**src/rtl/load_ctrl_pkg.sv**
```systemverilog
// load_ctrl_pkg: shared FSM state type, funct3 codes and load pre-check helpers
package load_ctrl_pkg;
   typedef enum logic [2:0] {IDLE, REQ, WAIT, RESP, DRAIN} t_load_state;
   localparam logic [2:0] LB  = 3'b000;
   localparam logic [2:0] LH  = 3'b001;
   localparam logic [2:0] LW  = 3'b010;
   localparam logic [2:0] LBU = 3'b100;
   localparam logic [2:0] LHU = 3'b101;
   function automatic logic f_load_legal(input logic [2:0] func_3);
      return func_3 inside {LB, LH, LW, LBU, LHU};
   endfunction
   function automatic logic f_load_misaligned(input logic [2:0] func_3, input logic [1:0] offset);
      return ((func_3 == LH || func_3 == LHU) && offset[0]) || (func_3 == LW && offset != 2'b00);
   endfunction
endpackage

```
**src/rtl/load_ctrl_if.sv**
```systemverilog
// load_ctrl_if: core request/response and data-memory port signals of load_ctrl
//   slave  : the controller side
//   master : the core + memory environment side
interface load_ctrl_if #(
   parameter int ADDR_WIDTH = 32,
   parameter int DATA_WIDTH = 32
);
   logic                  req_valid;
   logic                  req_ready;
   logic [ADDR_WIDTH-1:0] req_addr;
   logic [2:0]            req_func_3;
   logic                  kill;
   logic                  mem_req_valid;
   logic                  mem_req_ready;
   logic [ADDR_WIDTH-1:0] mem_addr;
   logic                  mem_rsp_valid;
   logic [DATA_WIDTH-1:0] mem_rsp_data;
   logic                  rsp_valid;
   logic                  rsp_ready;
   logic [DATA_WIDTH-1:0] rsp_data;
   logic                  load_addr_ma;
   logic                  illegal_instr;
   logic                  access_fault;
   logic                  busy;
   modport slave (
      input  req_valid, req_addr, req_func_3, kill, mem_req_ready, mem_rsp_valid, mem_rsp_data, rsp_ready,
      output req_ready, mem_req_valid, mem_addr, rsp_valid, rsp_data, load_addr_ma, illegal_instr,
             access_fault, busy
   );
   modport master (
      output req_valid, req_addr, req_func_3, kill, mem_req_ready, mem_rsp_valid, mem_rsp_data, rsp_ready,
      input  req_ready, mem_req_valid, mem_addr, rsp_valid, rsp_data, load_addr_ma, illegal_instr,
             access_fault, busy
   );
endinterface

```
**src/rtl/load_ctrl_mux.sv**
```systemverilog
// load_mux: extracts and sign/zero-extends the addressed byte/half/word of a memory word
//   i_func_3, i_offset, i_data -> o_data, o_load_addr_ma, o_illegal_instr
module load_mux
   import load_ctrl_pkg::*;
(
   input  logic [2:0]  i_func_3,
   input  logic [1:0]  i_offset,
   input  logic [31:0] i_data,
   output logic [31:0] o_data,
   output logic        o_load_addr_ma,
   output logic        o_illegal_instr
);
   logic [31:0] sh;
   always_comb begin
      sh              = i_data >> {i_offset, 3'b000};
      o_illegal_instr = !f_load_legal(i_func_3);
      o_load_addr_ma  = !o_illegal_instr && f_load_misaligned(i_func_3, i_offset);
      o_data          = i_func_3 == LB  ? {{24{sh[7]}}, sh[7:0]}   :
                        i_func_3 == LH  ? {{16{sh[15]}}, sh[15:0]} :
                        i_func_3 == LW  ? sh                       :
                        i_func_3 == LBU ? {24'd0, sh[7:0]}         :
                        i_func_3 == LHU ? {16'd0, sh[15:0]}        : '0;
   end
endmodule

```
**src/rtl/load_ctrl.sv**
```systemverilog
// load_ctrl: single-outstanding data-memory load sequencer with pre-check, watchdog and kill
//   i_clk, i_arst_n : clock, asynchronous active-low reset
//   bus (slave)     : core request/response, kill, and data-memory request/response
module load_ctrl
   import load_ctrl_pkg::*;
#(
   parameter int ADDR_WIDTH     = 32,
   parameter int DATA_WIDTH     = 32,
   parameter int TIMEOUT_CYCLES = 16
) (
   input logic        i_clk,
   input logic        i_arst_n,
   load_ctrl_if.slave bus
);
   localparam int CW = $clog2(TIMEOUT_CYCLES);
   localparam logic [CW-1:0] WD_LAST = CW'(TIMEOUT_CYCLES - 1);
   t_load_state           state_q, state_d;
   logic [ADDR_WIDTH-1:0] addr_q, addr_d;
   logic [2:0]            func_3_q, func_3_d;
   logic [DATA_WIDTH-1:0] data_q, data_d;
   logic                  ma_q, ma_d, ill_q, ill_d, af_q, af_d;
   logic [CW-1:0]         wd_q, wd_d;
   logic [31:0]           mux_data;
   logic [1:0]            unused_mux_flags;
   load_mux u_load_mux (
      .i_func_3        (func_3_q),
      .i_offset        (addr_q[1:0]),
      .i_data          (bus.mem_rsp_data),
      .o_data          (mux_data),
      .o_load_addr_ma  (unused_mux_flags[0]),
      .o_illegal_instr (unused_mux_flags[1])
   );
   always_comb begin
      state_d  = state_q;
      addr_d   = addr_q;
      func_3_d = func_3_q;
      data_d   = data_q;
      ma_d     = ma_q;
      ill_d    = ill_q;
      af_d     = af_q;
      wd_d     = wd_q;
      unique case (state_q)
         IDLE: if (bus.req_valid && !bus.kill) begin
            addr_d   = bus.req_addr;
            func_3_d = bus.req_func_3;
            ill_d    = !f_load_legal(bus.req_func_3);
            ma_d     = !ill_d && f_load_misaligned(bus.req_func_3, bus.req_addr[1:0]);
            data_d   = '0;
            state_d  = (ill_d || ma_d) ? RESP : REQ;
         end
         REQ: if (bus.kill) state_d = IDLE;
         else if (bus.mem_req_ready) begin
            state_d = WAIT;
            wd_d    = '0;
         end
         // kill wins over data and timeout; a coincident response is simply dropped
         WAIT: if (bus.kill) state_d = bus.mem_rsp_valid ? IDLE : DRAIN;
         else if (bus.mem_rsp_valid) begin
            data_d  = mux_data;
            state_d = RESP;
         end else if (wd_q == WD_LAST) begin
            af_d    = 1'b1;
            data_d  = '0;
            state_d = RESP;
         end else wd_d = wd_q + 1'b1;
         // the watchdog keeps its WAIT count so WAIT+DRAIN together stay bounded
         DRAIN: if (bus.mem_rsp_valid || wd_q == WD_LAST) state_d = IDLE;
         else wd_d = wd_q + 1'b1;
         RESP: if (bus.rsp_ready || bus.kill) begin
            state_d = IDLE;
            data_d  = '0;
            ma_d    = 1'b0;
            ill_d   = 1'b0;
            af_d    = 1'b0;
         end
         default: state_d = IDLE;
      endcase
   end
   always_ff @(posedge i_clk or negedge i_arst_n) begin
      if (!i_arst_n) begin
         state_q  <= IDLE;
         addr_q   <= '0;
         func_3_q <= '0;
         data_q   <= '0;
         ma_q     <= 1'b0;
         ill_q    <= 1'b0;
         af_q     <= 1'b0;
         wd_q     <= '0;
      end else begin
         state_q  <= state_d;
         addr_q   <= addr_d;
         func_3_q <= func_3_d;
         data_q   <= data_d;
         ma_q     <= ma_d;
         ill_q    <= ill_d;
         af_q     <= af_d;
         wd_q     <= wd_d;
      end
   end
   assign bus.req_ready     = state_q == IDLE && !bus.kill;
   assign bus.mem_req_valid = state_q == REQ;
   assign bus.mem_addr      = {addr_q[ADDR_WIDTH-1:2], 2'b00};
   assign bus.rsp_valid     = state_q == RESP;
   assign bus.rsp_data      = data_q;
   assign bus.load_addr_ma  = ma_q;
   assign bus.illegal_instr = ill_q;
   assign bus.access_fault  = af_q;
   assign bus.busy          = state_q != IDLE;
endmodule
```
**src/flat_wrapper.sv**
```systemverilog
// flat-port wrapper written by rule: the top's interface ports become plain ports
module load_ctrl_flat import load_ctrl_pkg::*;
#(
   parameter int ADDR_WIDTH     = 32,
   parameter int DATA_WIDTH     = 32,
   parameter int TIMEOUT_CYCLES = 16
)
  (i_clk, i_arst_n, bus_req_valid, bus_req_addr, bus_req_func_3, bus_kill, bus_mem_req_ready, bus_mem_rsp_valid, bus_mem_rsp_data, bus_rsp_ready, bus_req_ready, bus_mem_req_valid, bus_mem_addr, bus_rsp_valid, bus_rsp_data, bus_load_addr_ma, bus_illegal_instr, bus_access_fault, bus_busy);
  load_ctrl_if #(.ADDR_WIDTH(ADDR_WIDTH), .DATA_WIDTH(DATA_WIDTH)) bus_i ();
  input logic i_clk;
  input logic i_arst_n;
  input wire logic [$bits(bus_i.req_valid)-1:0] bus_req_valid;
  input wire logic [$bits(bus_i.req_addr)-1:0] bus_req_addr;
  input wire logic [$bits(bus_i.req_func_3)-1:0] bus_req_func_3;
  input wire logic [$bits(bus_i.kill)-1:0] bus_kill;
  input wire logic [$bits(bus_i.mem_req_ready)-1:0] bus_mem_req_ready;
  input wire logic [$bits(bus_i.mem_rsp_valid)-1:0] bus_mem_rsp_valid;
  input wire logic [$bits(bus_i.mem_rsp_data)-1:0] bus_mem_rsp_data;
  input wire logic [$bits(bus_i.rsp_ready)-1:0] bus_rsp_ready;
  output wire logic [$bits(bus_i.req_ready)-1:0] bus_req_ready;
  output wire logic [$bits(bus_i.mem_req_valid)-1:0] bus_mem_req_valid;
  output wire logic [$bits(bus_i.mem_addr)-1:0] bus_mem_addr;
  output wire logic [$bits(bus_i.rsp_valid)-1:0] bus_rsp_valid;
  output wire logic [$bits(bus_i.rsp_data)-1:0] bus_rsp_data;
  output wire logic [$bits(bus_i.load_addr_ma)-1:0] bus_load_addr_ma;
  output wire logic [$bits(bus_i.illegal_instr)-1:0] bus_illegal_instr;
  output wire logic [$bits(bus_i.access_fault)-1:0] bus_access_fault;
  output wire logic [$bits(bus_i.busy)-1:0] bus_busy;
  assign bus_i.req_valid = bus_req_valid;
  assign bus_i.req_addr = bus_req_addr;
  assign bus_i.req_func_3 = bus_req_func_3;
  assign bus_i.kill = bus_kill;
  assign bus_i.mem_req_ready = bus_mem_req_ready;
  assign bus_i.mem_rsp_valid = bus_mem_rsp_valid;
  assign bus_i.mem_rsp_data = bus_mem_rsp_data;
  assign bus_i.rsp_ready = bus_rsp_ready;
  assign bus_req_ready = bus_i.req_ready;
  assign bus_mem_req_valid = bus_i.mem_req_valid;
  assign bus_mem_addr = bus_i.mem_addr;
  assign bus_rsp_valid = bus_i.rsp_valid;
  assign bus_rsp_data = bus_i.rsp_data;
  assign bus_load_addr_ma = bus_i.load_addr_ma;
  assign bus_illegal_instr = bus_i.illegal_instr;
  assign bus_access_fault = bus_i.access_fault;
  assign bus_busy = bus_i.busy;
  load_ctrl #(.ADDR_WIDTH(ADDR_WIDTH), .DATA_WIDTH(DATA_WIDTH), .TIMEOUT_CYCLES(TIMEOUT_CYCLES)) u_core (.i_clk(i_clk), .i_arst_n(i_arst_n), .bus(bus_i));
endmodule
```
**config.mk**
```make
export PLATFORM = sky130hd
export DESIGN_NAME = load_ctrl_flat
export DESIGN_NICKNAME = d
export VERILOG_FILES = /design/src/rtl/load_ctrl_pkg.sv /design/src/rtl/load_ctrl_if.sv /design/src/rtl/load_ctrl_mux.sv /design/src/rtl/load_ctrl.sv /design/src/flat_wrapper.sv
export SDC_FILE = /design/constraint.sdc
export NUM_CORES = 1
export LEC_CHECK = 0
export BUFFER_PORTS_ARGS = -buffer_cell sky130_fd_sc_hd__buf_4
export CORE_MARGIN = 2
export CORE_UTILIZATION = 54
export DETAILED_ROUTE_END_ITERATION = 8
export PLACE_DENSITY = 0.89
export SLEW_MARGIN = 20
export SYNTH_ARGS = -nofsm -noshare
export SYNTH_HDL_FRONTEND = slang
export SYNTH_SLANG_ARGS = --single-unit
```
**constraint.sdc**
```tcl
create_clock -name i_clk -period 4.2 [get_ports i_clk]
set_input_delay 0.63 -clock i_clk [delete_from_list [all_inputs] [get_ports i_clk]]
set_output_delay 0.63 -clock i_clk [all_outputs]
set_load 0.02 [all_outputs]
```
; Yosys cells after proc, flatten, opt, wreduce, memory -nomap -nowiden
; Cells that the tools add are included.
[word_totals]
elab_cells = 102
output_inout_bits = 71
ff_bits = 77
[op_classes]
shift = 1
muxes = 38
addsub = 1
reduce_logical = 28
eq_ne = 26
[op_table]
columns = operator, n
row1 = 32-bit 2-to-1 mux, 8
row2 = 32-bit one-hot mux with 3 select lines, 1
row3 = 16-bit 2-to-1 mux, 2
row4 = 32-bit by 5-bit right shift with 32-bit output, 1
row5 = 3-bit 2-to-1 mux, 9
row6 = 4-bit 2-to-1 mux, 6
row7 = 3-bit equality test (second input constant), 5
row8 = 3-bit one-hot mux with 5 select lines, 1
row9 = 5-bit AND reduction, 3
row10 = 3-bit by 2-bit equality test with 1-bit output (second input constant), 4
row11 = 2-bit != test (second input constant), 6
row12 = 4-bit one-hot mux with 3 select lines, 1
row13 = 3-bit by 1-bit equality test with 1-bit output (second input constant), 3
row14 = 3-bit zero test, 3
row15 = 3-bit nonzero test, 3
row16 = 2-bit by 1-bit != test with 1-bit output (second input constant), 4
row17 = 7-bit AND reduction, 1
row18 = 1-bit 2-to-1 mux, 6
row19 = 1-bit one-hot mux with 2 select lines, 3
row20 = 2-bit nonzero test, 3
row21 = 1-bit logical AND, 5
row22 = 1-bit logical OR, 5
row23 = 5-bit nonzero test, 1
row24 = 4-bit by 1-bit adder with 4-bit output (second input constant), 1
row25 = 8 further kinds, 9

; Logic depth before layout (Yosys ltp)
; Gate-level depths: netlist of run 1.
[logic_depth]
word_depth = 9
mapped_depth = 7
depth_no_buf = 5

; Cells and area by module
; A second synthesis of run 1 with hierarchy kept.
[unflattened]
hier_cells = 445
area_unflattened_um2 = 4699.5
[modules_own_cells]
columns = module, cells_each, seq_area_each_um2, area_each_um2, instances
row1 = load_ctrl, 327, 1926.8, 3748.6, 1
row2 = load_mux, 118, 0.0, 950.9, 1

; Least setup slack after synthesis of run 1
; Ideal clock, no wire load.
[synth_timing]
path_kind = input port to flip-flop
startpoint = input port bus_req_valid
endpoint = register u_core.data_q[4], in the netlist u_core.bus.rsp_data[4]
arrival_time_ns = 1.790
cell_stages = 5
slack_ns = 2.285
setup_time_ns = 0.125
cell_sequence = nor2b_1 -> o21a_1 -> o21ai_1 -> buf_4 -> mux2_2
[synth_via]
elab_chain_len = 3
[synth_lines]
columns = item, line
row1 = "start, declared", flat_wrapper.sv:12  ; input wire logic [$bits(bus_i.req_valid)-1:0] bus_req_valid;
row2 = 1-bit logical AND, load_ctrl.sv:43  ; IDLE: if (bus.req_valid && !bus.kill) begin
row3 = 2-bit by 1-bit != test with 1-bit output (no source line), -
row4 = 5-bit AND reduction (no source line), -
row5 = "end signal, assigned", load_ctrl.sv:93  ; data_q <= data_d;
row6 = "end, declared", load_ctrl.sv:20  ; logic [DATA_WIDTH-1:0] data_q, data_d;
; Every way passes these cells.
; A chain may end at the register's enable or synchronous reset.

; Worst setup path in the final report of run 1
[layout_timing]
startpoint = register u_core.addr_q[0]
endpoint = register u_core.data_q[10], in the netlist u_core.bus.rsp_data[10]
[layout_via]
elab_chain_len = 9
[layout_lines]
columns = item, line
row1 = "start, declared", load_ctrl.sv:18  ; logic [ADDR_WIDTH-1:0] addr_q, addr_d;
row2 = "start signal, assigned", load_ctrl.sv:91  ; addr_q <= addr_d;
row3 = 32-bit by 5-bit right shift with 32-bit output (*), load_ctrl_mux.sv:15  ; sh = i_data >> {i_offset, 3'b000};
row4 = 16-bit 2-to-1 mux, load_ctrl_mux.sv:22  ; i_func_3 == LHU ? {16'd0, sh[15:0]} : '0;
row5 = 16-bit 2-to-1 mux, load_ctrl_mux.sv:21  ; i_func_3 == LBU ? {24'd0, sh[7:0]} :
row6 = 32-bit 2-to-1 mux, load_ctrl_mux.sv:20  ; i_func_3 == LW ? sh :
row7 = 32-bit 2-to-1 mux, load_ctrl_mux.sv:19  ; i_func_3 == LH ? {{16{sh[15]}}, sh[15:0]} :
row8 = 32-bit 2-to-1 mux (*), load_ctrl_mux.sv:18  ; o_data = i_func_3 == LB ? {{24{sh[7]}}, sh[7:0]} :
row9 = 32-bit 2-to-1 mux (*), load_ctrl.sv:58  ; else if (bus.mem_rsp_valid) begin
row10 = 32-bit 2-to-1 mux (*), load_ctrl.sv:57  ; WAIT: if (bus.kill) state_d = bus.mem_rsp_valid ? IDLE : DRAIN;
row11 = 32-bit one-hot mux with 3 select lines (*), load_ctrl.sv:42  ; unique case (state_q)
; Every way passes the cells marked *; elsewhere a longest branch is shown, timed or not. The select of a mux whose other input is x is not followed.

==> metrics.csv, run 1 <==
metric,value,unit
GPL Wtd Cong,0.922,
fin crit period,2.40,ns
WL final,10.5,mm
post-CTS sizing,0,
num rows,31,
H-tree Lvls,3,
I/O pin count,145,
crit path from,u_core.addr_q[0],
Critical Path Sink Type,flip-flop,
GRT Residual Overflow,0,
maximum VDD drop,0.434,mV
Max Buffers Root-to-Sink,2,
Post-synth EDFFs,0,
Top delay family on crit path,compound AO/OA/AOI/OAI gates,
cts bufs inserted,9,
HP Class,input port to asynchronous set/reset pin,
largest cells by area after synthesis,"dfrtp_1 (47%), nand2_1 (9.8%), buf_4 (7.1%)",
synthesized area,4120,sq um
largest net degree at the start of global routing,78,
most frequent cell after synthesis,nand2_1,
worst-path fanout max,29,
Mapped Cells,433,
final setup TNS,0,ns
die area,8350,sq um
Worst-Margin Slew,1.04,ns
max_cap viols,0,
CP startpoint kind,flip-flop,
Avg Inst Size Synth,9.52,sq um
DPL Wire Length,7.62,mm
worst-path cell chain,"buf_4, mux4_2, o41a_1, o211ai_2, o2bb2ai_1",
leakage power,0.00260,uW
first-pass GRT wire length,17.1,mm
number of remaining DRC errors,0,
Wirelength per Cell,16.5,microns
clock share of power,16.6,%
RSZ-0062 raised after global routing,false,
required time worst endpoint,4.38,ns
share of the clock period used by the worst path,57.1,%
CP max-delay cell,mux4_2,
number of synthesized register bits,77,
worst path arrival time,2.57,ns
P_sw,1610,uW
Worst path depth,5,
Finish-stage setup viols,0,
CP peak stage delay,0.57,ns
total setup buffers inserted after CTS,0,
"Top FF cell, synth",dfrtp_1,
Pwr Density,728,nW/um^2
crit path to,u_core.bus.rsp_data[10],
CTS Hold Buffers Added,0,
synthesis-to-layout area growth,25.7,%
clock transition at the registers of the reported paths,0.08,ns
sequential share of the synthesized area,46.8,%
initial antenna violation count,0,
Reg2Reg Depth,5,
layout cells sized above 1,35.0,%
Antenna Nets Post-Route,0,
CTS tree,yes,
fillers,542,
Die Y,91.4,microns
Via density,5.61,
IO buf count,142,
Finished Layout Cells,636,
worst setup path class,flip-flop to flip-flop,
r2r endpoint,u_core.bus.rsp_data[10],
Combinational Power Share,50.0,%
"Slew Viols, Final",0,
share of the synthesized area in the top cell type,46.8,%
Synth top cells by count,"nand2_1 (108), dfrtp_1 (77), buf_4 (39), o2bb2ai_1 (31), a21oi_1 (26)",
die width,91.4,microns
Cell variety after synth,48,
sequential share of power,33.4,%
relative slew slack,30.7,%
"FFs w/ async S/R, synth",100,%
Fmax achieved,417,MHz
placed cell count,620,
pre-CTS setup slack,1.90,ns
routed vias,3565,
CP bufs+invs,1,
CTS Sinks,77,
Int Power,2160,uW
# nets final,607,
overall power,3770,uW
Iteration-0 DRC Markers,419,
DP Area,4960,sq um
"Hold Violations, Final",0,
Skew-Pair Late Insertion Delay,0.34,ns
clock root buffer master,clkbuf_8,
Synth Warn #,0,
gr usage total,25.6,%
initial core utilization,56.2,%
vias in the first global route,3436,
DR pass1 iterations,5,
reg2reg start,u_core.addr_q[0],
core box area,7330,sq um
Antenna Cells,0,
cell taking the most area after synthesis,dfrtp_1,
clk_skew,0.00731,ns
Net Sw Frac,42.8,%
reg2reg setup slack,1.80,ns
status,"complete, no violations",
Final Cell Area,5180,sq um
final worst slack,1.80,ns
final cells by class:
type	instances	area (sq um)	area share, %
Clock buffer	10	138	2.66
Clock inverter	6	86.3	1.67
Inverter	6	22.5	0.435
Multi-Input combinational cell	293	1790	34.6
Sequential cell	77	1930	37.2
Tap cell	99	124	2.39
Timing Repair Buffer	145	1090	21.0
cells in the final DEF, fill, tap and decap left out, types with 2 or more instances in the layout:
| master | n |
|---|---|
| clkbuf_8 | 10 |
| buf_4 | 145 |
| a21oi_1 | 26 |
| nor2_1 | 19 |
| o21a_1 | 2 |
| or3_1 | 3 |
| nand2_1 | 108 |
| clkinv_2 | 2 |
| o21ai_0 | 10 |
| inv_1 | 6 |
| o2bb2ai_1 | 31 |
| mux2i_1 | 15 |
| nor3b_1 | 2 |
| nor2b_1 | 8 |
| nand2b_1 | 4 |
| bufinv_16 | 2 |
| dfrtp_1 | 77 |
| conb_1 | 2 |
| o211ai_1 | 2 |
| a211oi_1 | 9 |
| nor3_1 | 5 |
| nand3_1 | 3 |
| mux2_2 | 19 |
through the flow:
stage | utilization, % | hold slack [ns]
after floorplan | - | 0.334
after global placement | 67.5 | 0.462
after detailed placement | 67.6 | 0.464
after CTS | 70.7 | 0.459
after global routing | 70.7 | 0.461
final | 70.7 | 0.421
worst reg2reg max path, stage by stage, from the launching register on:
cell	delay [ns]
dfrtp_1	0.33
buf_4	0.37
mux4_2	0.58
o41a_1	0.36
o211ai_2	0.40
o2bb2ai_1	0.20
registers in the layout, summed over array words and instances, names as in the netlist:
register and count:
u_core.func_3_q 3, u_core.bus.load_addr_ma 1, u_core.wd_q 4, u_core.addr_q 32
u_core.state_q 3, u_core.bus.rsp_data 32, u_core.bus.illegal_instr 1, u_core.bus.access_fault 1
power by group through the flow:
stage	registers (uW)	clock network, uW	logic (uW)
global placement	1260	0	1820
CTS	1250	628	1880
global route	1300	669	2040
finish	1260	624	1890
floorplan	1300	0	1350
detailed placement	1260	0	1880
worst min path at each step:
stage | startpoint | endpoint | slack, ns | cells after the start
final | i_arst_n | u_core.addr_q[10] | 0.42 | 1
after global routing | bus_req_addr[31] | u_core.addr_q[31] | 0.46 | 3
after CTS | i_arst_n | u_core.addr_q[10] | 0.46 | 1
after detailed placement | u_core.addr_q[4] | u_core.addr_q[4] | 0.46 | 2
after global placement | u_core.addr_q[14] | u_core.addr_q[14] | 0.46 | 2
after floorplan | i_arst_n | u_core.addr_q[0] | 0.33 | 0
cells by family after synthesis:
logic type	count (synthesis)	share of synthesized area, %
adders and majority gates	1	0.304
muxes	35	9.38
other	1	0.0910
DFF	77	46.8
and+or+nand+nor	158	16.5
buffers and inverters	64	10.1
AOI/OAI and AO/OA	97	16.9
per-layer routing:
metal,vias up,routed length [microns],track usage (%)
met5,-,0,0
met4,0,317,10.6
met3,29,779,5.89
met1,1691,4170,32.7
li1,1669,-,-
met2,176,5220,41.9
(Power assumes the default switching activity.)
==> inputs of run 2 (changes only) <==
--- a/config.mk
+++ b/config.mk
@@ -7,9 +7,9 @@
 export LEC_CHECK = 0
 export BUFFER_PORTS_ARGS = -buffer_cell sky130_fd_sc_hd__buf_4
 export CORE_MARGIN = 2
-export CORE_UTILIZATION = 54
+export CORE_UTILIZATION = 45
 export DETAILED_ROUTE_END_ITERATION = 8
-export PLACE_DENSITY = 0.89
+export PLACE_DENSITY = 0.79
 export SLEW_MARGIN = 20
 export SYNTH_ARGS = -nofsm -noshare
 export SYNTH_HDL_FRONTEND = slang
==> constraint.sdc (replaced) <==
create_clock -name i_clk -period 2.1 [get_ports i_clk]
set_input_delay 0.315 -clock i_clk [delete_from_list [all_inputs] [get_ports i_clk]]
set_output_delay 0.315 -clock i_clk [all_outputs]
set_load 0.02 [all_outputs]
==> run 2 against run 1 <==
Net effect:
- register-to-register slack lost 1.6 ns
- sequential share of layout area down 0.63 points
- critical path type is now flip-flop to output port
- clock skew rose by 0.0093 ns
- first-iteration DRC count shrank 55%
- hold slack got worse by 0.27 ns
- highest routed layer unchanged
==> metrics.csv, run 2 (same netlist as run 1, synthesis figures left out) <==
metric,value,unit,change
status,"complete, no violations",,
CP peak stage delay,0.51,ns,-0.06 ns
initial core utilization,46.8,%,-9.4 points
Net Sw Frac,43.9,%,+1.2 points
Die Y,99.7,microns,+9.1%
clock root buffer master,clkbuf_8,,
GRT Residual Overflow,0,,unchanged
die area,9940,sq um,+19%
core box area,8810,sq um,+20%
Worst Hold Path EP,u_core.addr_q[8],,
GPL Wtd Cong,0.929,,+0.72%
Skew-Pair Late Insertion Delay,0.35,ns,about the same
Worst Hold Path Cells,3,,
clk_skew,0.0166,ns,+0.00934 ns
Top delay family on crit path,simple AND/OR/NAND/NOR gates,,
DPL Wire Length,7.93,mm,+4.1%
required time worst endpoint,1.78,ns,-2.60 ns
die width,99.7,microns,+9.1%
max_cap viols,0,,unchanged
M1 GR Usage,29.6,%,-3.1 points
share of the clock period used by the worst path,91.3,%,
Antenna Nets Post-Route,0,,unchanged
DR pass1 iterations,4,,-1
initial antenna violation count,0,,unchanged
clock transition at the registers of the reported paths,0.09,ns,about the same
clock share of power,14.5,%,-2.1 points
I/O pin count,145,,unchanged
post-CTS sizing,0,,unchanged
Fmax achieved,522,MHz,
worst-path fanout max,13,,-55%
met3 usage in global routing,5.13,%,-0.76 points
largest net degree at the start of global routing,42,,-46%
fin crit period,1.92,ns,
Worst Hold Launch,bus_req_addr[8],,
worst setup path class,flip-flop to output port,,
maximum VDD drop,0.637,mV,+47%
CP max-delay cell,dfrtp_1,,
CP startpoint kind,flip-flop,,
reg2reg setup slack,0.20,ns,-1.60 ns
worst-path cell chain,"or3_1, nor2_1, buf_4",,
Combinational Power Share,52.2,%,+2.2 points
first-pass GRT wire length,17.1,mm,-0.52%
"most common cell after layout, fill and taps aside",buf_4,,
cts bufs inserted,9,,unchanged
H-tree Lvls,3,,unchanged
Worst-Margin Slew,0.633,ns,-0.404 ns
Max Buffers Root-to-Sink,2,,unchanged
Pwr Density,1420,nW/um^2,+95%
"Slew Viols, Final",0,,unchanged
gr busiest metal,met2,,
final setup TNS,0,ns,unchanged
Via density,5.35,,-4.6%
CTS tree,yes,,
Critical Path Sink Type,output port,,
CTS Hold Buffers Added,1,,+1
most frequent cells in the layout,"buf_4 (154), nand2_1 (108), dfrtp_1 (77), o2bb2ai_1 (31), a21oi_1 (26)",,
Iteration-0 DRC Markers,190,,-55%
P_sw,3280,uW,+100%
number of remaining DRC errors,0,,unchanged
fillers,761,,+40%
overall power,7480,uW,+98%
Fin Hold WS,0.150,ns,-0.272 ns
gr usage total,21.8,%,-3.7 points
reg2reg start,u_core.state_q[1],,
WL final,10.5,mm,+0.64%
relative slew slack,57.7,%,+27 points
# nets final,619,,+2.0%
RSZ-0062 raised after global routing,false,,
r2r endpoint,u_core.bus.rsp_data[9],,
IO buf count,142,,unchanged
num rows,34,,+9.7%
Reg2Reg Depth,5,,unchanged
CP bufs+invs,1,,unchanged
CTS Sinks,77,,unchanged
Wirelength per Cell,16.1,microns,-2.6%
sequential share of power,33.3,%,about the same
Antenna Cells,0,,unchanged
HP Class,input port to flip-flop,,
total setup buffers inserted after CTS,0,,unchanged
GRT met2 Usage,34.3,%,-7.6 points
layout cells sized above 1,36.1,%,+1.1 points
Finish-stage setup viols,0,,unchanged
worst path arrival time,1.60,ns,-0.97 ns
Int Power,4190,uW,+94%
leakage power,0.00265,uW,+1.9%
vias in the first global route,3479,,+1.3%
"Hold Violations, Final",0,,unchanged
routed vias,3515,,-1.4%
synthesis-to-layout area growth,27.8,%,
[run 2: worst max path at each step]
| stage | from | end | slack, ns | cells after the start |
|---|---|---|---|---|
| 5_1_grt | u_core.state_q[1] | u_core.bus.rsp_data[13] | 0.005 | 5 |
| 2_1_floorplan | u_core.wd_q[0] | u_core.bus.rsp_data[4] | 0.34 | 6 |
| 3_5_place_dp | u_core.state_q[1] | u_core.bus.rsp_data[13] | 0.23 | 5 |
| 3_3_place_gp | u_core.wd_q[0] | u_core.wd_q[3] | 0.30 | 5 |
| 4_1_cts | u_core.state_q[1] | bus_req_ready | 0.17 | 3 |
| 6_report | u_core.state_q[1] | bus_req_ready | 0.18 | 3 |
[run 2: per-layer routing]
metal	routed length [microns]	part of all wire (%)
met5	0	0
met4	197	1.9
met3	707	6.7
met2	5040	48
met1	4600	44
[run 2: area by class of cell]
type | count | area [sq um] | area share, %
Clock buffer | 10 | 138 | 2.61
Clock inverter | 6 | 51.3 | 0.974
Inverter | 6 | 22.5 | 0.427
Multi-Input combinational cell | 293 | 1790 | 34.0
Sequential cell | 77 | 1930 | 36.6
Tap cell | 108 | 135 | 2.56
Timing Repair Buffer | 157 | 1210 | 22.9
[run 2: stage by stage]
step | instances | worst slack [ns] | area, sq um | utilization, %
floorplan | 434 | 0.342 | 4130 | -
global placement | 640 | 0.303 | 5070 | 57.6
detailed placement | 640 | 0.229 | 5070 | 57.6
CTS | 657 | 0.171 | 5270 | 59.8
global route | 657 | 0.00466 | 5270 | 59.8
finish | 657 | 0.184 | 5270 | 59.8
[run 2: power groups by stage]
| stage | Clock, uW | Combinational (uW) | Sequential, uW |
|---|---|---|---|
| floorplan | 0 | 2710 | 2590 |
| CTS | 1110 | 3910 | 2480 |
| detailed placement | 0 | 3910 | 2500 |
| global placement | 0 | 3820 | 2480 |
| finish | 1080 | 3910 | 2490 |
| global route | 1170 | 4230 | 2570 |
[run 2: worst min-delay path: stages]
cell     delay [ns]
buf_4          0.07
nand2_1        0.04
nand2_1        0.04
==> inputs of run 3 (changes only) <==
--- a/config.mk
+++ b/config.mk
@@ -14,3 +14,4 @@
 export SYNTH_ARGS = -nofsm -noshare
 export SYNTH_HDL_FRONTEND = slang
 export SYNTH_SLANG_ARGS = --single-unit
+export TNS_END_PERCENT = 100
==> constraint.sdc (replaced) <==
create_clock -name i_clk -period 2.1 [get_ports i_clk]
set_input_delay 0.42 -clock i_clk [delete_from_list [all_inputs] [get_ports i_clk]]
set_output_delay 0.42 -clock i_clk [all_outputs]
set_load 0.02 [all_outputs]
==> run 3 against run 2 <==
Net effect:
- global-route usage shrank 0.32 points
- clock power grew 5%
- maximum frequency shrank 3.7%
- die area is the same
- utilization grew 0.61 points
- sequential power is essentially flat
- via count shrank 0.20%
- hold slack gained 0.11 ns
- setup slack lost 0.074 ns
- highest routed layer unchanged
==> metrics.csv, run 3 (same netlist as run 1, synthesis figures left out) <==
metric,value,unit,change
status,"complete, no violations",,
Antenna Nets Post-Route,0,,unchanged
GRT Residual Overflow,0,,unchanged
"most common cell after layout, fill and taps aside",buf_4,,
# nets final,623,,+0.65%
max_cap viols,0,,unchanged
reg2reg setup slack,0.21,ns,about the same
fillers,743,,-2.4%
WL final,10.6,mm,+0.14%
final setup TNS,0,ns,unchanged
I/O pin count,145,,unchanged
Worst-Margin Slew,0.522,ns,-0.111 ns
worst setup path class,flip-flop to output port,,
DR pass1 iterations,5,,+1
total setup buffers inserted after CTS,0,,unchanged
IO buf count,142,,unchanged
multi-input logic area,1790,sq um,unchanged
Pwr Density,1420,nW/um^2,+0.27%
crit path to,bus_req_ready,,
clock transition at the registers of the reported paths,0.08,ns,about the same
Wirelength per Cell,16.0,microns,-0.46%
required time worst endpoint,1.68,ns,-0.10 ns
clk_skew,0.00920,ns,-0.00745 ns
"Slew Viols, Final",0,,unchanged
leakage power,0.00267,uW,+0.82%
die width,99.7,microns,unchanged
DPL Wire Length,7.98,mm,+0.58%
P_sw,3250,uW,-0.97%
CTS tree,yes,,
Fmax achieved,502,MHz,-3.7%
crit path from,u_core.state_q[2],,
HP Class,input port to flip-flop,,
Iteration-0 DRC Markers,170,,-11%
fin util,60.4,%,+0.61 points
RSZ-0062 raised after global routing,false,,
Net Sw Frac,43.0,%,-0.98 points
core box area,8810,sq um,unchanged
layout cells sized above 1,36.5,%,+0.46 points
sequential cell area,1930,sq um,about the same
share of the clock period used by the worst path,94.8,%,+3.5 points
maximum VDD drop,0.655,mV,+2.8%
most frequent cells in the layout,"buf_4 (157), nand2_1 (108), dfrtp_1 (76), o2bb2ai_1 (31), a21oi_1 (26)",,
clock share of power,15.0,%,+0.5 points
vias in the first global route,3399,,-2.3%
die area,9940,sq um,unchanged
gr usage total,21.5,%,-0.32 points
Reg2Reg Depth,6,,+1
relative slew slack,65.2,%,+7.5 points
Critical Path Sink Type,output port,,
"Hold Violations, Final",0,,unchanged
number of remaining DRC errors,0,,unchanged
fin crit period,1.99,ns,+0.0742 ns
CP startpoint kind,flip-flop,,
Worst Hold Launch,bus_req_addr[7],,
Die Y,99.7,microns,unchanged
synthesis-to-layout area growth,29.1,%,
worst path arrival time,1.57,ns,-0.03 ns
r2r endpoint,u_core.bus.rsp_data[10],,
Skew-Pair Late Insertion Delay,0.35,ns,about the same
CTS Sinks,77,,unchanged
Antenna Cells,0,,unchanged
worst-path fanout max,9,,-4
Max Buffers Root-to-Sink,2,,unchanged
clock root buffer master,clkbuf_8,,
largest net degree at the start of global routing,38,,-9.5%
sequential share of power,33.0,%,-0.3 points
reg2reg start,u_core.wd_q[0],,
Via density,5.31,,-0.80%
Int Power,4320,uW,+3.1%
cts bufs inserted,9,,unchanged
routed vias,3508,,-0.20%
H-tree Lvls,3,,unchanged
initial antenna violation count,0,,unchanged
GPL Wtd Cong,0.946,,+1.8%
initial core utilization,46.8,%,unchanged
Finish-stage setup viols,0,,unchanged
first-pass GRT wire length,16.8,mm,-1.3%
Combinational Power Share,52.1,%,about the same
num rows,34,,unchanged
-- run 3: changes by cell type in the layout (fill, tap and decap cells not counted) --
cell,delta
inv_6,-3
buf_12,+1
clkinvlp_4,+1
bufinv_16,+1
clkbuf_8,-1
buf_4,+3
clkinv_4,+1
clkbuf_1,+1
dfrtp_1,-1
dfrtp_2,+1
-- run 3: metal layers --
layer	up-vias	GRT usage (%)	routed length, microns
met3	11	4.50	666
met5	-	0	0
met2	135	33.6	5070
li1	1705	-	-
met1	1657	29.6	4690
met4	0	8.01	132
-- run 3: worst max-delay path, stage by stage (launching register included) --
cell	delay [ns]
dfrtp_1	0.40
buf_4	0.17
or3_1	0.40
nor2_1	0.12
buf_4	0.15
-- run 3: area by class of cell --
| type | instances | share of cell area, % |
|---|---|---|
| clock inverter | 6 | 1.34 |
| timing repair buffer | 161 | 23.5 |
| sequential | 77 | 36.2 |
| tap | 108 | 2.54 |
| multi-input combinational | 293 | 33.6 |
| inverter | 6 | 0.423 |
| clock buffer | 10 | 2.40 |
-- run 3: worst min-delay path by stage --
stage,to,slack [ns],cells past startpoint
floorplan,u_core.addr_q[0],0.12,0
global placement,u_core.bus.rsp_data[4],0.35,1
detailed placement,u_core.bus.rsp_data[3],0.36,1
CTS,u_core.addr_q[7],0.24,3
global route,u_core.addr_q[6],0.24,3
finish,u_core.addr_q[7],0.26,3
-- run 3: timing repair --
item,in CTS,in global routing
resized for setup,0,1
endpoints found under the hold margin,23,0
hold buffers,1,0
endpoints found under the setup margin,0,1
-- run 3: power by group through the flow --
stage | Combinational [uW] | Clock [uW] | Sequential, uW
after floorplan | 2710 | 0 | 2590
after global placement | 3890 | 0 | 2500
after detailed placement | 3960 | 0 | 2500
after CTS | 3950 | 1160 | 2490
after global routing | 4270 | 1230 | 2580
final | 3940 | 1130 | 2500
-- run 3: stage by stage --
step	instances	area [sq um]	worst slack (ns)	power, uW	hold slack [ns]
floorplan	434	4130	0.342	5300	0.124
global placement	644	5110	0.243	6390	0.351
detailed placement	644	5110	0.167	6450	0.364
CTS	661	5320	0.0801	7610	0.239
global route	661	5320	0.0425	8070	0.239
finish	661	5320	0.109	7570	0.261
